--- config.mk ---
export PLATFORM = sky130hd
export DESIGN_NAME = ps2_kbd_rx_fifo
export DESIGN_NICKNAME = d
export VERILOG_FILES = /design/src/rtl/ps2_kbd_rx_fifo.sv
export SDC_FILE = /design/constraint.sdc
export NUM_CORES = 1
export LEC_CHECK = 0
export CORE_ASPECT_RATIO = 0.6
export CORE_MARGIN = 4
export CORE_UTILIZATION = 50
export DETAILED_ROUTE_END_ITERATION = 6
export PLACE_DENSITY = 0.83
export SETUP_SLACK_MARGIN = 0.2
export SLEW_MARGIN = 40
export SYNTH_ARGS = -nofsm -noshare
export SYNTH_HDL_FRONTEND = slang
export SYNTH_SLANG_ARGS = --single-unit
--- constraint.sdc ---
create_clock -name clk -period 3.1 [get_ports clk]
set_clock_uncertainty 0.1 [all_clocks]
set_input_delay 0.775 -clock clk [delete_from_list [all_inputs] [get_ports clk]]
set_output_delay 0.775 -clock clk [all_outputs]
set_load 0.02 [all_outputs]
--- src/rtl/ps2_kbd_rx_fifo.sv ---
// PS/2 keyboard receiver: ps2clk edge filter, 11-bit framer, E0/F0 prefix
// decoder and an event FIFO with a valid/ready consumer interface.
// Optional frame watchdog enabled by defining PS2_RX_TIMEOUT_EN.
module ps2_kbd_rx_fifo #(
  parameter int unsigned FILT_LEN    = 4,
  parameter int unsigned FIFO_DEPTH  = 4,
  parameter int unsigned TIMEOUT_CYC = 50000
) (
  input  logic       clk,
  input  logic       reset,
  input  logic       ps2clk,
  input  logic       ps2data,
  output logic [7:0] code_data,
  output logic       code_ext,
  output logic       code_brk,
  output logic       code_valid,
  input  logic       code_ready,
  output logic       err_parity,
  output logic       err_ovf,
  output logic       err_timeout
);

  localparam int unsigned SAMP_W = 2 * FILT_LEN;
  localparam int unsigned PTR_W  = $clog2(FIFO_DEPTH);
  localparam int unsigned CNT_W  = PTR_W + 1;
  localparam int unsigned ENT_W  = 10;
  localparam logic [7:0]  BYTE_EXT = 8'hE0;
  localparam logic [7:0]  BYTE_BRK = 8'hF0;

  logic [SAMP_W-1:0] r_samp;
  logic [3:0]        r_bitcnt;
  logic [9:0]        r_shift;
  logic              r_done;
  logic              r_good;
  logic [7:0]        r_byte;
  logic              r_ext;
  logic              r_brk;
  logic [ENT_W-1:0]  r_mem [FIFO_DEPTH];
  logic [PTR_W-1:0]  r_wr;
  logic [PTR_W-1:0]  r_rd;
  logic [CNT_W-1:0]  r_count;

  logic w_fall;
  logic w_timeout;
  logic w_push;
  logic w_pop;
  logic w_full;
  logic w_wr;

  // Qualified falling edge: FILT_LEN stable highs followed by FILT_LEN stable lows
  assign w_fall = (r_samp[SAMP_W-1:FILT_LEN] == {FILT_LEN{1'b1}}) &&
                  (r_samp[FILT_LEN-1:0] == '0);

  // ps2clk sample history, oldest sample at the MSB
  always_ff @(posedge clk or posedge reset) begin
    if (reset) r_samp <= '0;
    else       r_samp <= {r_samp[SAMP_W-2:0], ps2clk};
  end

  // Framer: shift start/data/parity, judge the frame on the stop-bit edge
  always_ff @(posedge clk or posedge reset) begin
    if (reset) begin
      r_bitcnt <= 4'd0;
      r_shift  <= '0;
      r_done   <= 1'b0;
      r_good   <= 1'b0;
      r_byte   <= 8'd0;
    end else begin
      r_done <= 1'b0;
      if (w_timeout) begin
        r_bitcnt <= 4'd0;
      end else if (w_fall) begin
        if (r_bitcnt == 4'd10) begin
          r_bitcnt <= 4'd0;
          r_done   <= 1'b1;
          // r_shift[0]=start, [8:1]=data, [9]=parity; odd parity over data+parity
          r_good   <= ~r_shift[0] & ps2data & (^r_shift[9:1]);
          r_byte   <= r_shift[8:1];
        end else begin
          r_shift  <= {ps2data, r_shift[9:1]};
          r_bitcnt <= r_bitcnt + 4'd1;
        end
      end
    end
  end

`ifdef PS2_RX_TIMEOUT_EN
  localparam int unsigned WD_W = $clog2(TIMEOUT_CYC + 1);
  logic [WD_W-1:0] r_wdog;

  // Watchdog: counts idle cycles inside a frame, restarted by every edge
  always_ff @(posedge clk or posedge reset) begin
    if (reset)                                       r_wdog <= '0;
    else if ((r_bitcnt == 4'd0) || w_fall || w_timeout) r_wdog <= '0;
    else                                             r_wdog <= r_wdog + WD_W'(1);
  end

  assign w_timeout = (r_bitcnt != 4'd0) && !w_fall &&
                     (r_wdog == WD_W'(TIMEOUT_CYC - 1));
`else
  // No watchdog; the parameter only keeps the interface identical across builds
  assign w_timeout = 1'b0 && (TIMEOUT_CYC == 0);
`endif

  // Prefix bytes only update flags; every other good byte becomes an event
  assign w_push = r_done && r_good && (r_byte != BYTE_EXT) && (r_byte != BYTE_BRK);

  // Prefix flags: set by E0/F0, cleared on event, bad frame or timeout
  always_ff @(posedge clk or posedge reset) begin
    if (reset) begin
      r_ext <= 1'b0;
      r_brk <= 1'b0;
    end else if (w_timeout || (r_done && !r_good)) begin
      r_ext <= 1'b0;
      r_brk <= 1'b0;
    end else if (r_done) begin
      if (r_byte == BYTE_EXT)      r_ext <= 1'b1;
      else if (r_byte == BYTE_BRK) r_brk <= 1'b1;
      else begin
        r_ext <= 1'b0;
        r_brk <= 1'b0;
      end
    end
  end

  assign code_valid = (r_count != '0);
  assign w_full     = (r_count == CNT_W'(FIFO_DEPTH));
  assign w_pop      = code_valid && code_ready;
  // A push into a full FIFO survives only if the head leaves in the same cycle
  assign w_wr       = w_push && (!w_full || w_pop);

  // Event FIFO storage and pointers
  always_ff @(posedge clk or posedge reset) begin
    if (reset) begin
      for (int i = 0; i < int'(FIFO_DEPTH); i++) r_mem[i] <= '0;
      r_wr    <= '0;
      r_rd    <= '0;
      r_count <= '0;
    end else begin
      if (w_wr) begin
        r_mem[r_wr] <= {r_ext, r_brk, r_byte};
        r_wr        <= r_wr + PTR_W'(1);
      end
      if (w_pop) r_rd <= r_rd + PTR_W'(1);
      case ({w_wr, w_pop})
        2'b10:   r_count <= r_count + CNT_W'(1);
        2'b01:   r_count <= r_count - CNT_W'(1);
        default: r_count <= r_count;
      endcase
    end
  end

  assign code_ext  = r_mem[r_rd][9];
  assign code_brk  = r_mem[r_rd][8];
  assign code_data = r_mem[r_rd][7:0];

  // Error pulses; their sources never coincide in one cycle
  always_ff @(posedge clk or posedge reset) begin
    if (reset) begin
      err_parity  <= 1'b0;
      err_ovf     <= 1'b0;
      err_timeout <= 1'b0;
    end else begin
      err_parity  <= r_done && !r_good;
      err_ovf     <= w_push && w_full && !w_pop;
      err_timeout <= w_timeout;
    end
  end

endmodule

==> reports/summary.json, run 1 <==
{
  "status": "completed",
  "cells_along_the_critical_path": "buf_6, mux4_2, clkdlybuf4s50_1",
  "place_inst": 339,
  "finalWorstPathRequiredPeriod_ps": 2823,
  "route.detailed.vias_per_inst": 5.400,
  "synth_area_per_cell_um2": 15.27,
  "die_w_um": 117.8,
  "htree_num_levels": 3,
  "post-route-period-util_pct": 91.05,
  "clkSlewWorstSetupHoldPaths_ps": 60,
  "predominant_post_synthesis_flop_cell": "dfrtp_1",
  "worstSkewPairLatency_ps": 340,
  "fp.dieArea_um2": 8707,
  "dominant_combinational_cell_family_by_area_after_synthesis": "multiplexers",
  "drc": 0,
  "cts_tree": "built",
  "ys_seq_elements": 83,
  "cp_max_fo": 12,
  "placeableCoreArea_um2": 6849,
  "first_global_vias": 2005,
  "synth-simple-area-share_pct": 5.290,
  "diodes_inserted": 0,
  "synth_area_um2": 3618,
  "cts_made_buffers": 9,
  "place_ws_ps": 170.2,
  "clock-sinks": 83,
  "gr-total-overflow": 0,
  "area_fraction_in_compound_gates_after_synthesis_pct": 2.144,
  "critical_path_class": "flip-flop to primary output",
  "routed_wl_um": 6122,
  "yosys.cell_types.count": 37,
  "gp_congestion": 0.7308,
  "number_of_synthesized_flops_with_an_enable_pin": 0,
  "timing.setup.tns_ps": 0,
  "cp.arrival_ps": 1950,
  "synth_fa_ha_area_share_pct": 2.282,
  "worst_slew_margin_rel_pct": 57.72,
  "min_delay_worst_type": "flip-flop to flip-flop",
  "cp_max_delay_cell": "clkdlybuf4s50_1",
  "syn_nets": 248,
  "setup.worst_path.end_class": "primary output",
  "timing_max_transition_violations_final": 0,
  "maximum_number_of_pins_on_one_net_before_global_route_repair": 31,
  "syn2layout_area_growth_pct": 16.04,
  "critical_path.max_stage_delay_ps": 550,
  "ys_seq_area_share_pct": 57.40,
  "floorplan.io_pins": 19,
  "maxClockFrequency_mhz": 354.3,
  "setup_repair_after_global_routing_missed_its_margin": "no",
  "powerDensity_nw_per_um2": 604.5,
  "post_synthesis_xor_xnor_area_fraction_pct": 3.769,
  "setup_viol_count_final": 0,
  "syn-instance-count": 237,
  "track_usage_pct": 16.18,
  "total_power_uw": 2538,
  "irDropWorstVdd_mv": 0.3510,
  "leakagePower_uw": 0.001990,
  "timing.critical_path.from_type": "flip-flop",
  "synth.yosys.warnings": 0,
  "timing.final.hold_violations": 0,
  "routed-via-count": 1917,
  "drt.antenna.violating_nets": 0,
  "grt_pass1_wl_um": 10290,
  "share_of_layout_cells_above_drive_strength_1_pct": 35.07,
  "worst_slew_pin_slew_ps": 634.2,
  "initial_utilization_pct": 52.83,
  "synth_mux_area_share_pct": 25.80,
  "placement.io_buffers": 17,
  "wl_per_cell_um": 17.25,
  "synth-async-reset-ratio_pct": 100.0,
  "drt_iter0_markers": 87,
  "final_critical_path_setup_slack_ps": 277.4,
  "antenna_found_initial": 0,
  "cap_violations": 0,
  "first_pass_iters": 4,
  "cts.root.buffer_cell": "clkbuf_16",
  "timing.critical_path.required_ps": 2220,
  "final_net_count": 274,
  "hold_buffer_count_at_cts": 0,
  "cts_max_path_buffers": 2,
  "layoutNonFillerInstCount": 355,
  "half_perimeter_wire_length_after_placement_um": 4388,
  "floorplan.rows": 23,
  "die_h_um": 73.90
}
[through the flow]
step | area (µm²) | util (%) | hold slack (ps)
floorplan | 3622 | - | 246.6
global placement | 3895 | 56.87 | 250.8
detailed placement | 3895 | 56.87 | 256.3
CTS | 4198 | 61.29 | 268.4
global route | 4199 | 61.31 | 278.2
finish | 4199 | 61.31 | 266.7
[power by group]
group          switching, µW  internal [µW]  leakage, µW
Sequential              44.9           1130      0.00113
Combinational            151            146     0.000724
Clock                    419            648     0.000138
[cell families (layout without fill, tap and decap cells)]
logic type,count (synthesis),after routing
DFF,83,83
AOI/OAI and AO/OA,12,12
muxes,69,69
adders and majority gates,6,6
xor gates and xnor gates,14,14
other,1,1
buffers and inverters,21,52
and+or+nand+nor,31,31
[routing by layer]
| metal | vias to the layer above | global-route usage, % | part of all wire [%] |
|---|---|---|---|
| met1 | 993 | 21.35 | 51 |
| li1 | 885 | - | - |
| met4 | 0 | 6.234 | 0.74 |
| met5 | - | 0 | 0 |
| met2 | 33 | 23.22 | 44 |
| met3 | 6 | 7.846 | 4.4 |
[path summary, 6_finish.rpt]
check / endpoint / from / cells after the start / slack, ps
min: r_samp[7] / r_samp[6] / 0 / 270
max: code_ext / r_rd[0] / 3 / 280
min in group asynchronous: r_mem[25] / reset / 2 / 720
max in group asynchronous: r_shift[3] / reset / 3 / 1600
max reg2reg: r_count[2] / r_byte[2] / 9 / 790
min reg2reg: r_samp[7] / r_samp[6] / 0 / 270
[layout make-up]
class,instances,area (µm²)
Sequential cell,83,2078
Clock inverter,5,61.31
Multi-Input combinational cell,133,1425
Tap cell,87,108.9
Timing Repair Buffer,24,234.0
Inverter,12,48.80
Fill cell,525,2650
Clock buffer,11,242.7
[cell usage in the layout, fill, tap and decap left out, drive strengths merged, types with 6 or more instances in the layout]
cell / instances
buf: 7
clkbuf: 11
clkdlybuf4s50: 13
dfrtp: 83
inv: 12
mux2: 58
mux4: 10
nand2: 7
nor2: 6
xnor2: 9
[registers in the layout, summed over array words and instances, names as in the netlist]
register / count
r_good: 1
err_parity: 1
r_shift: 10
r_samp: 8
r_wr: 2
r_mem: 40
r_count: 3
r_rd: 2
r_ext: 1
err_ovf: 1
r_brk: 1
r_done: 1
r_bitcnt: 4
r_byte: 8
[worst max-delay path, delay by kind of cell, from the launching register on]
kind | cells | cell delay, ps
muxes | 1 | 520
DFF | 1 | 340
buffers and inverters | 2 | 750
[what timing repair did]
item	CTS	global route
resized for setup	5	1
cloned	0	0
setup buffers	0	0
pin swaps	0	0
endpoints found under the setup margin	5	1
[cell usage after synthesis (all sizes together), types with 3 or more instances]
cell    n  area [µm²]
xnor2   9       78.83
inv    12       45.04
nand2   7       26.28
a21oi   3       15.01
dfrtp  83        2077
ha      5       62.56
xor2    4       35.03
buf     9       71.31
and2    5       31.28
nor2    6       22.52
mux4   10       225.2
o21ai   5       25.02
mux2   58       698.2
Power figures use the tool's default switching activity.
==> inputs of run 2 (changes only) <==
--- a/config.mk
+++ b/config.mk
@@ -5,11 +5,14 @@
 export SDC_FILE = /design/constraint.sdc
 export NUM_CORES = 1
 export LEC_CHECK = 0
+export CELL_PAD_IN_SITES_DETAIL_PLACEMENT = 0
+export CELL_PAD_IN_SITES_GLOBAL_PLACEMENT = 1
 export CORE_ASPECT_RATIO = 0.6
 export CORE_MARGIN = 4
-export CORE_UTILIZATION = 50
+export CORE_UTILIZATION = 48
 export DETAILED_ROUTE_END_ITERATION = 6
-export PLACE_DENSITY = 0.83
+export DONT_BUFFER_PORTS = 1
+export PLACE_DENSITY = 0.87
 export SETUP_SLACK_MARGIN = 0.2
 export SLEW_MARGIN = 40
 export SYNTH_ARGS = -nofsm -noshare
==> reports/summary.json, run 2 (same netlist as run 1, synthesis figures left out) <==
{
  "status": "completed",
  "switchingPower": {"value": 604.3, "unit": "µW", "change": "-1.7%"},
  "seq_power_share": {"value": 46.9, "unit": "%", "change": "+0.6 points"},
  "layoutNonFillerInstCount": {"value": 355, "change": "unchanged"},
  "drc": {"value": 0, "change": "unchanged"},
  "floorplan.rows": {"value": 24, "change": "+4.3%"},
  "cp_max_fo": {"value": 11, "change": "-1"},
  "place_inst": {"value": 338, "change": "-0.29%"},
  "powerDensity": {"value": 642.9, "unit": "nW/µm²", "change": "+6.3%"},
  "track_usage": {"value": 15.73, "unit": "%", "change": "-0.45 points"},
  "clkSlewWorstSetupHoldPaths": {"value": 60, "unit": "ps", "change": "about the same"},
  "timing.critical_path.required": {"value": 2220, "unit": "ps", "change": "about the same"},
  "timing.critical_path.from_type": "flip-flop",
  "grt_pass1_wl": {"value": 10450, "unit": "µm", "change": "+1.5%"},
  "cts_setup_buffers": {"value": 0, "change": "unchanged"},
  "layout_commonest_cell": "dfrtp_1",
  "resized_after_cts": {"value": 0, "change": "-5"},
  "worst_path_dominant_cell_family": "flip-flops",
  "timing_max_transition_violations_final": {"value": 0, "change": "unchanged"},
  "htree_num_levels": {"value": 3, "change": "unchanged"},
  "clock-sinks": {"value": 83, "change": "unchanged"},
  "final_net_count": {"value": 257, "change": "-6.2%"},
  "p_int": {"value": 2022, "unit": "µW", "change": "+5.1%"},
  "crit_buf_inv": {"value": 0, "change": "-2"},
  "cts_tree": "built",
  "maximum_number_of_pins_on_one_net_before_global_route_repair": {"value": 38, "change": "+23%"},
  "gp_congestion": {"value": 0.7388, "change": "+1.1%"},
  "worst_slew_pin_slew": {"value": 703.9, "unit": "ps", "change": "+69.67 ps"},
  "share_of_layout_cells_above_drive_strength_1": {"value": 37.05, "unit": "%", "change": "+2.0 points"},
  "finalWorstPathRequiredPeriod": {"value": 2689, "unit": "ps", "change": "-133.1 ps"},
  "cp_max_delay_cell": "dfrtp_1",
  "largest_reg_flops": {"value": 40, "change": "unchanged"},
  "drt_iter0_markers": {"value": 111, "change": "+28%"},
  "total_power": {"value": 2626, "unit": "µW", "change": "+3.5%"},
  "initial_utilization": {"value": 49.59, "unit": "%", "change": "-3.2 points"},
  "worst_slew_margin_rel": {"value": 53.07, "unit": "%", "change": "-4.6 points"},
  "fp.dieArea": {"value": 9037, "unit": "µm²", "change": "+3.8%"},
  "irDropWorstVdd": {"value": 0.3443, "unit": "mV", "change": "-1.9%"},
  "final_critical_path_setup_slack": {"value": 410.5, "unit": "ps", "change": "+133.1 ps"},
  "final_cell_mix": "dfrtp_1 (83), mux2_2 (46), mux2_4 (12)",
  "clockPowerShare": {"value": 45.0, "unit": "%", "change": "+3.0 points"},
  "timing.setup.tns": {"value": 0, "unit": "ps", "change": "unchanged"},
  "critical_path_class": "flip-flop to primary output",
  "maxClockFrequency": {"value": 371.8, "unit": "MHz", "change": "+4.9%"},
  "route.detailed.vias_per_inst": {"value": 5.141, "change": "-4.8%"},
  "routed-via-count": {"value": 1825, "change": "-4.8%"},
  "timing.final.hold_violations": {"value": 0, "change": "unchanged"},
  "layout_top_registers": "r_mem: 40 flops, r_shift: 10 flops",
  "leakagePower": {"value": 0.001937, "unit": "µW", "change": "-2.7%"},
  "cts.root.buffer_cell": "clkbuf_16",
  "drt.antenna.violating_nets": {"value": 0, "change": "unchanged"},
  "largest-register": "r_mem",
  "half_perimeter_wire_length_after_placement": {"value": 4483, "unit": "µm", "change": "+2.2%"},
  "setup.worst_path.end_class": "primary output",
  "path_depth": {"value": 1, "change": "-2"},
  "placeableCoreArea": {"value": 7297, "unit": "µm²", "change": "+6.5%"},
  "pwr-share-comb": {"value": 8.1, "unit": "%", "change": "-3.6 points"},
  "min_delay_worst_type": "primary input to async pin",
  "reg2regPathDepth": {"value": 9, "change": "unchanged"},
  "syn2layout_area_growth_pct": 12.90,
  "first_global_vias": {"value": 1908, "change": "-4.8%"},
  "fin_util": {"value": 55.98, "unit": "%", "change": "-5.3 points"},
  "routed_wl": {"value": 6267, "unit": "µm", "change": "+2.4%"},
  "diodes_inserted": {"value": 0, "change": "unchanged"},
  "floorplan.io_pins": {"value": 19, "change": "unchanged"},
  "wl_per_cell": {"value": 17.65, "unit": "µm", "change": "+2.4%"},
  "post-route-period-util": {"value": 86.76, "unit": "%", "change": "-4.3 points"},
  "power_switching_share": {"value": 23.01, "unit": "%", "change": "-1.2 points"},
  "place_ws": {"value": 507.3, "unit": "ps", "change": "+337.1 ps"},
  "cp.arrival": {"value": 1810, "unit": "ps", "change": "-140 ps"},
  "setup_repair_after_global_routing_missed_its_margin": "no",
  "antenna_found_initial": {"value": 0, "change": "unchanged"},
  "hold_buffer_count_at_cts": {"value": 0, "change": "unchanged"},
  "die_w": {"value": 120.1, "unit": "µm", "change": "+1.9%"},
  "cells_along_the_critical_path": "mux4_2",
  "cap_violations": {"value": 0, "change": "unchanged"},
  "critical_path.max_stage_delay": {"value": 800, "unit": "ps", "change": "+250 ps"},
  "cts_made_buffers": {"value": 9, "change": "unchanged"},
  "gr-total-overflow": {"value": 0, "change": "unchanged"},
  "cts_max_path_buffers": {"value": 2, "change": "unchanged"},
  "first_pass_iters": {"value": 4, "change": "unchanged"},
  "die_h": {"value": 75.26, "unit": "µm", "change": "+1.8%"},
  "placement.io_buffers": {"value": 0, "change": "-17"},
  "worstSkewPairLatency": {"value": 330, "unit": "ps", "change": "about the same"},
  "setup_viol_count_final": {"value": 0, "change": "unchanged"}
}
==> run 2: cell types whose count changed in the layout (fill, tap and decap cells not counted), sizes merged <==
cell           change
clkdlybuf4s50     -13
dlygate4sd2        -4
clkinvlp           -3
clkbuf             +2
bufinv             +1
clkinv             +1
inv                -1
==> run 2: cell type report <==
type                            instances  area [µm²]
Clock buffer                           13       270.3
Clock inverter                          3       68.82
Fill cell                             567        3212
Inverter                               12       48.80
Multi-Input combinational cell        133        1425
Sequential cell                        83        2077
Tap cell                              104       130.1
Timing Repair Buffer                    7       65.06
==> run 2: worst paths after layout <==
kind / startpoint / end / slack [ps]
worst max-delay path: r_rd[0] / code_ext / 410
worst max register to register: r_byte[5] / r_count[2] / 720
max in group asynchronous: reset / r_mem[19] / 1910
worst min-delay path: reset / r_mem[32] / 150
worst min register to register: r_samp[5] / r_samp[6] / 270
min in group clk: r_samp[5] / r_samp[6] / 270
==> run 2: worst reg2reg max path, cell delays in order (launching register included) <==
cell      delay (ps)
dfrtp_1          440
nor3b_1          450
a211oi_2         220
inv_1             90
ha_1             170
inv_1             60
fa_1             370
xor2_1           150
nor2_1           110
xor2_1           140
==> run 2: per-layer routing <==
metal  global-route usage [%]  vias up  wire length [µm]  part of all wire [%]
met4                    3.807        0                41                  0.65
met5                        0        -                 0                     0
met3                    7.733        5               325                   5.2
met1                    22.06      940              3243                    52
met2                    22.08       30              2657                    42
li1                         -      850                 -                     -
==> run 2: metrics by stage <==
step | hold slack, ps | instance area [µm²]
4_1_cts | 273.6 | 4065
5_1_grt | 147.5 | 4085
3_3_place_gp | 250.3 | 3726
3_5_place_dp | 263.2 | 3726
2_1_floorplan | 246.6 | 3622
6_report | 149.9 | 4085
==> run 2: power groups by stage <==
| stage | Clock [µW] | Combinational, µW | Sequential (µW) |
|---|---|---|---|
| finish | 1180 | 213 | 1230 |
| global route | 1260 | 234 | 1240 |
| CTS | 1210 | 213 | 1230 |
| detailed placement | 0 | 216 | 1250 |
| global placement | 0 | 208 | 1250 |
| floorplan | 0 | 226 | 1180 |
==> inputs of run 3 (changes only) <==
--- a/config.mk
+++ b/config.mk
@@ -14,7 +14,7 @@
 export DONT_BUFFER_PORTS = 1
 export PLACE_DENSITY = 0.87
 export SETUP_SLACK_MARGIN = 0.2
-export SLEW_MARGIN = 40
+export SLEW_MARGIN = 20
 export SYNTH_ARGS = -nofsm -noshare
 export SYNTH_HDL_FRONTEND = slang
 export SYNTH_SLANG_ARGS = --single-unit
==> reports/summary.json, run 3 (same netlist as run 1, synthesis figures left out) <==
{
  "status": "completed",
  "cts_max_path_buffers": {"value": 2, "change": "unchanged"},
  "diodes_inserted": {"value": 0, "change": "unchanged"},
  "placement.io_buffers": {"value": 0, "change": "unchanged"},
  "grt_pass1_wl": {"value": 10450, "unit": "µm", "change": "unchanged"},
  "setup_viol_count_final": {"value": 0, "change": "unchanged"},
  "placed_area": {"value": 3726, "unit": "µm²", "change": "unchanged"},
  "floorplan.io_pins": {"value": 19, "change": "unchanged"},
  "crit_buf_inv": {"value": 0, "change": "unchanged"},
  "share_of_layout_cells_above_drive_strength_1": {"value": 36.80, "unit": "%", "change": "-0.25 points"},
  "die_w": {"value": 120.1, "unit": "µm", "change": "unchanged"},
  "antenna_found_initial": {"value": 0, "change": "unchanged"},
  "floorplan.rows": {"value": 24, "change": "unchanged"},
  "fin_worst_hold_slack": {"value": 267.2, "unit": "ps", "change": "+117.3 ps"},
  "first_pass_iters": {"value": 4, "change": "unchanged"},
  "layout_commonest_cell": "dfrtp_1",
  "worst_path_dominant_cell_family": "flip-flops",
  "cts_tree": "built",
  "placeableCoreArea": {"value": 7297, "unit": "µm²", "change": "unchanged"},
  "maximum_number_of_pins_on_one_net_before_global_route_repair": {"value": 38, "change": "unchanged"},
  "cp.arrival": {"value": 1830, "unit": "ps", "change": "+20 ps"},
  "cts.root.buffer_cell": "clkbuf_16",
  "irDropWorstVdd": {"value": 0.3443, "unit": "mV", "change": "about the same"},
  "r2r_setup_slk": {"value": 710, "unit": "ps", "change": "about the same"},
  "critical_path_class": "flip-flop to primary output",
  "reg2regPathDepth": {"value": 4, "change": "-5"},
  "setup_repair_after_global_routing_missed_its_margin": "no",
  "cp_max_fo": {"value": 11, "change": "unchanged"},
  "half_perimeter_wire_length_after_placement": {"value": 4483, "unit": "µm", "change": "unchanged"},
  "timing_max_transition_violations_final": {"value": 0, "change": "unchanged"},
  "worst_slew_pin_slew": {"value": 766.7, "unit": "ps", "change": "+62.79 ps"},
  "min-delay-start": "r_samp[5]",
  "timing.critical_path.from_type": "flip-flop",
  "drt_iter0_markers": {"value": 108, "change": "-2.7%"},
  "worstSkewPairLatency": {"value": 330, "unit": "ps", "change": "about the same"},
  "clock-sinks": {"value": 83, "change": "unchanged"},
  "first_global_vias": {"value": 1908, "change": "unchanged"},
  "routed-via-count": {"value": 1839, "change": "+0.77%"},
  "layout_top_registers": "r_mem: 40 flops, r_shift: 10 flops",
  "largest-register": "r_mem",
  "min_delay_worst_type": "flip-flop to flip-flop",
  "critical_path.max_stage_delay": {"value": 810, "unit": "ps", "change": "about the same"},
  "resized_after_cts": {"value": 0, "change": "unchanged"},
  "cells_along_the_critical_path": "mux4_2",
  "timing.critical_path.required": {"value": 2220, "unit": "ps", "change": "about the same"},
  "leakagePower": {"value": 0.001927, "unit": "µW", "change": "-0.49%"},
  "finalWorstPathRequiredPeriod": {"value": 2703, "unit": "ps", "change": "+13.64 ps"},
  "r2r_start": "r_byte[5]",
  "worst_slew_margin_rel": {"value": 48.78, "unit": "%", "change": "-4.3 points"},
  "gr-total-overflow": {"value": 0, "change": "unchanged"},
  "initial_utilization": {"value": 49.59, "unit": "%", "change": "unchanged"},
  "powerDensity": {"value": 644.8, "unit": "nW/µm²", "change": "+0.29%"},
  "track_usage": {"value": 15.73, "unit": "%", "change": "unchanged"},
  "cts_made_buffers": {"value": 9, "change": "unchanged"},
  "drt.antenna.violating_nets": {"value": 0, "change": "unchanged"},
  "cap_violations": {"value": 0, "change": "unchanged"},
  "maxClockFrequency": {"value": 369.9, "unit": "MHz", "change": "-0.50%"},
  "wl_per_cell": {"value": 17.60, "unit": "µm", "change": "-0.28%"},
  "cp_max_delay_cell": "dfrtp_1",
  "clkSlewWorstSetupHoldPaths": {"value": 60, "unit": "ps", "change": "about the same"},
  "final_net_count": {"value": 256, "change": "-0.39%"},
  "fp.dieArea": {"value": 9037, "unit": "µm²", "change": "unchanged"},
  "hold_buffer_count_at_cts": {"value": 0, "change": "unchanged"},
  "setup.worst_path.end_class": "primary output",
  "routed_wl": {"value": 6232, "unit": "µm", "change": "-0.56%"},
  "final_cell_mix": "dfrtp_1 (83), mux2_2 (46), mux2_4 (12)",
  "timing.final.hold_violations": {"value": 0, "change": "unchanged"},
  "capturing_point_of_the_worst_reg2reg_path": "r_mem[34]",
  "min_delay_endpoint": "r_samp[6]",
  "syn2layout_area_growth_pct": 12.34,
  "htree_num_levels": {"value": 3, "change": "unchanged"},
  "cts_setup_buffers": {"value": 0, "change": "unchanged"},
  "drc": {"value": 0, "change": "unchanged"},
  "gp_congestion": {"value": 0.7388, "change": "unchanged"},
  "final_cell_area": {"value": 4065, "unit": "µm²", "change": "-0.49%"},
  "total_power": {"value": 2621, "unit": "µW", "change": "-0.20%"},
  "route.detailed.vias_per_inst": {"value": 5.195, "change": "+1.1%"},
  "post-route-period-util": {"value": 87.20, "unit": "%", "change": "+0.44 points"},
  "hold_path_depth": 0,
  "die_h": {"value": 75.26, "unit": "µm", "change": "unchanged"},
  "timing.setup.tns": {"value": 0, "unit": "ps", "change": "unchanged"},
  "largest_reg_flops": {"value": 40, "change": "unchanged"},
  "timing.critical_path.from": "r_rd[0]"
}
## run 3: changes by cell type in the layout (fill, tap and decap cells not counted)
cell | before | now
buf_12 | 1 | 0
## run 3: power by group
part           internal [µW]  switching, µW  leakage, µW
Clock                    773            406     0.000166
Sequential              1130            106      0.00113
Combinational            120           89.8     0.000632
Total                   2020            602      0.00193
## run 3: final cells by class
type,count,area [µm²]
clock inverter,3,68.82
clock buffer,13,270.3
fill,571,3232
inverter,12,48.80
multi-input combinational,133,1425
timing repair buffer,6,45.04
tap,104,130.1
sequential,83,2077
## run 3: layer usage
metal	routed length, µm	up-vias	part of all wire, %	GRT usage [%]
li1	-	848	-	-
met4	42	0	0.67	3.807
met1	3229	953	52	22.06
met3	312	5	5.0	7.733
met2	2647	33	42	22.08
met5	0	-	0	0
## run 3: worst max path at each step
stage	to	cells past startpoint
2_1_floorplan	r_count[2]	9
6_report	code_data[3]	1
4_1_cts	code_data[3]	1
3_3_place_gp	r_count[2]	9
3_5_place_dp	r_count[2]	9
5_1_grt	code_data[4]	1
## run 3: per-stage QoR
stage          instances  worst slack, ps  util (%)
6_report             354            396.9     55.71
5_1_grt              354            290.0     55.71
4_1_cts              354            365.8     55.71
3_5_place_dp         338            507.3     51.06
3_3_place_gp         338            566.7     51.06
2_1_floorplan        237            661.6         -
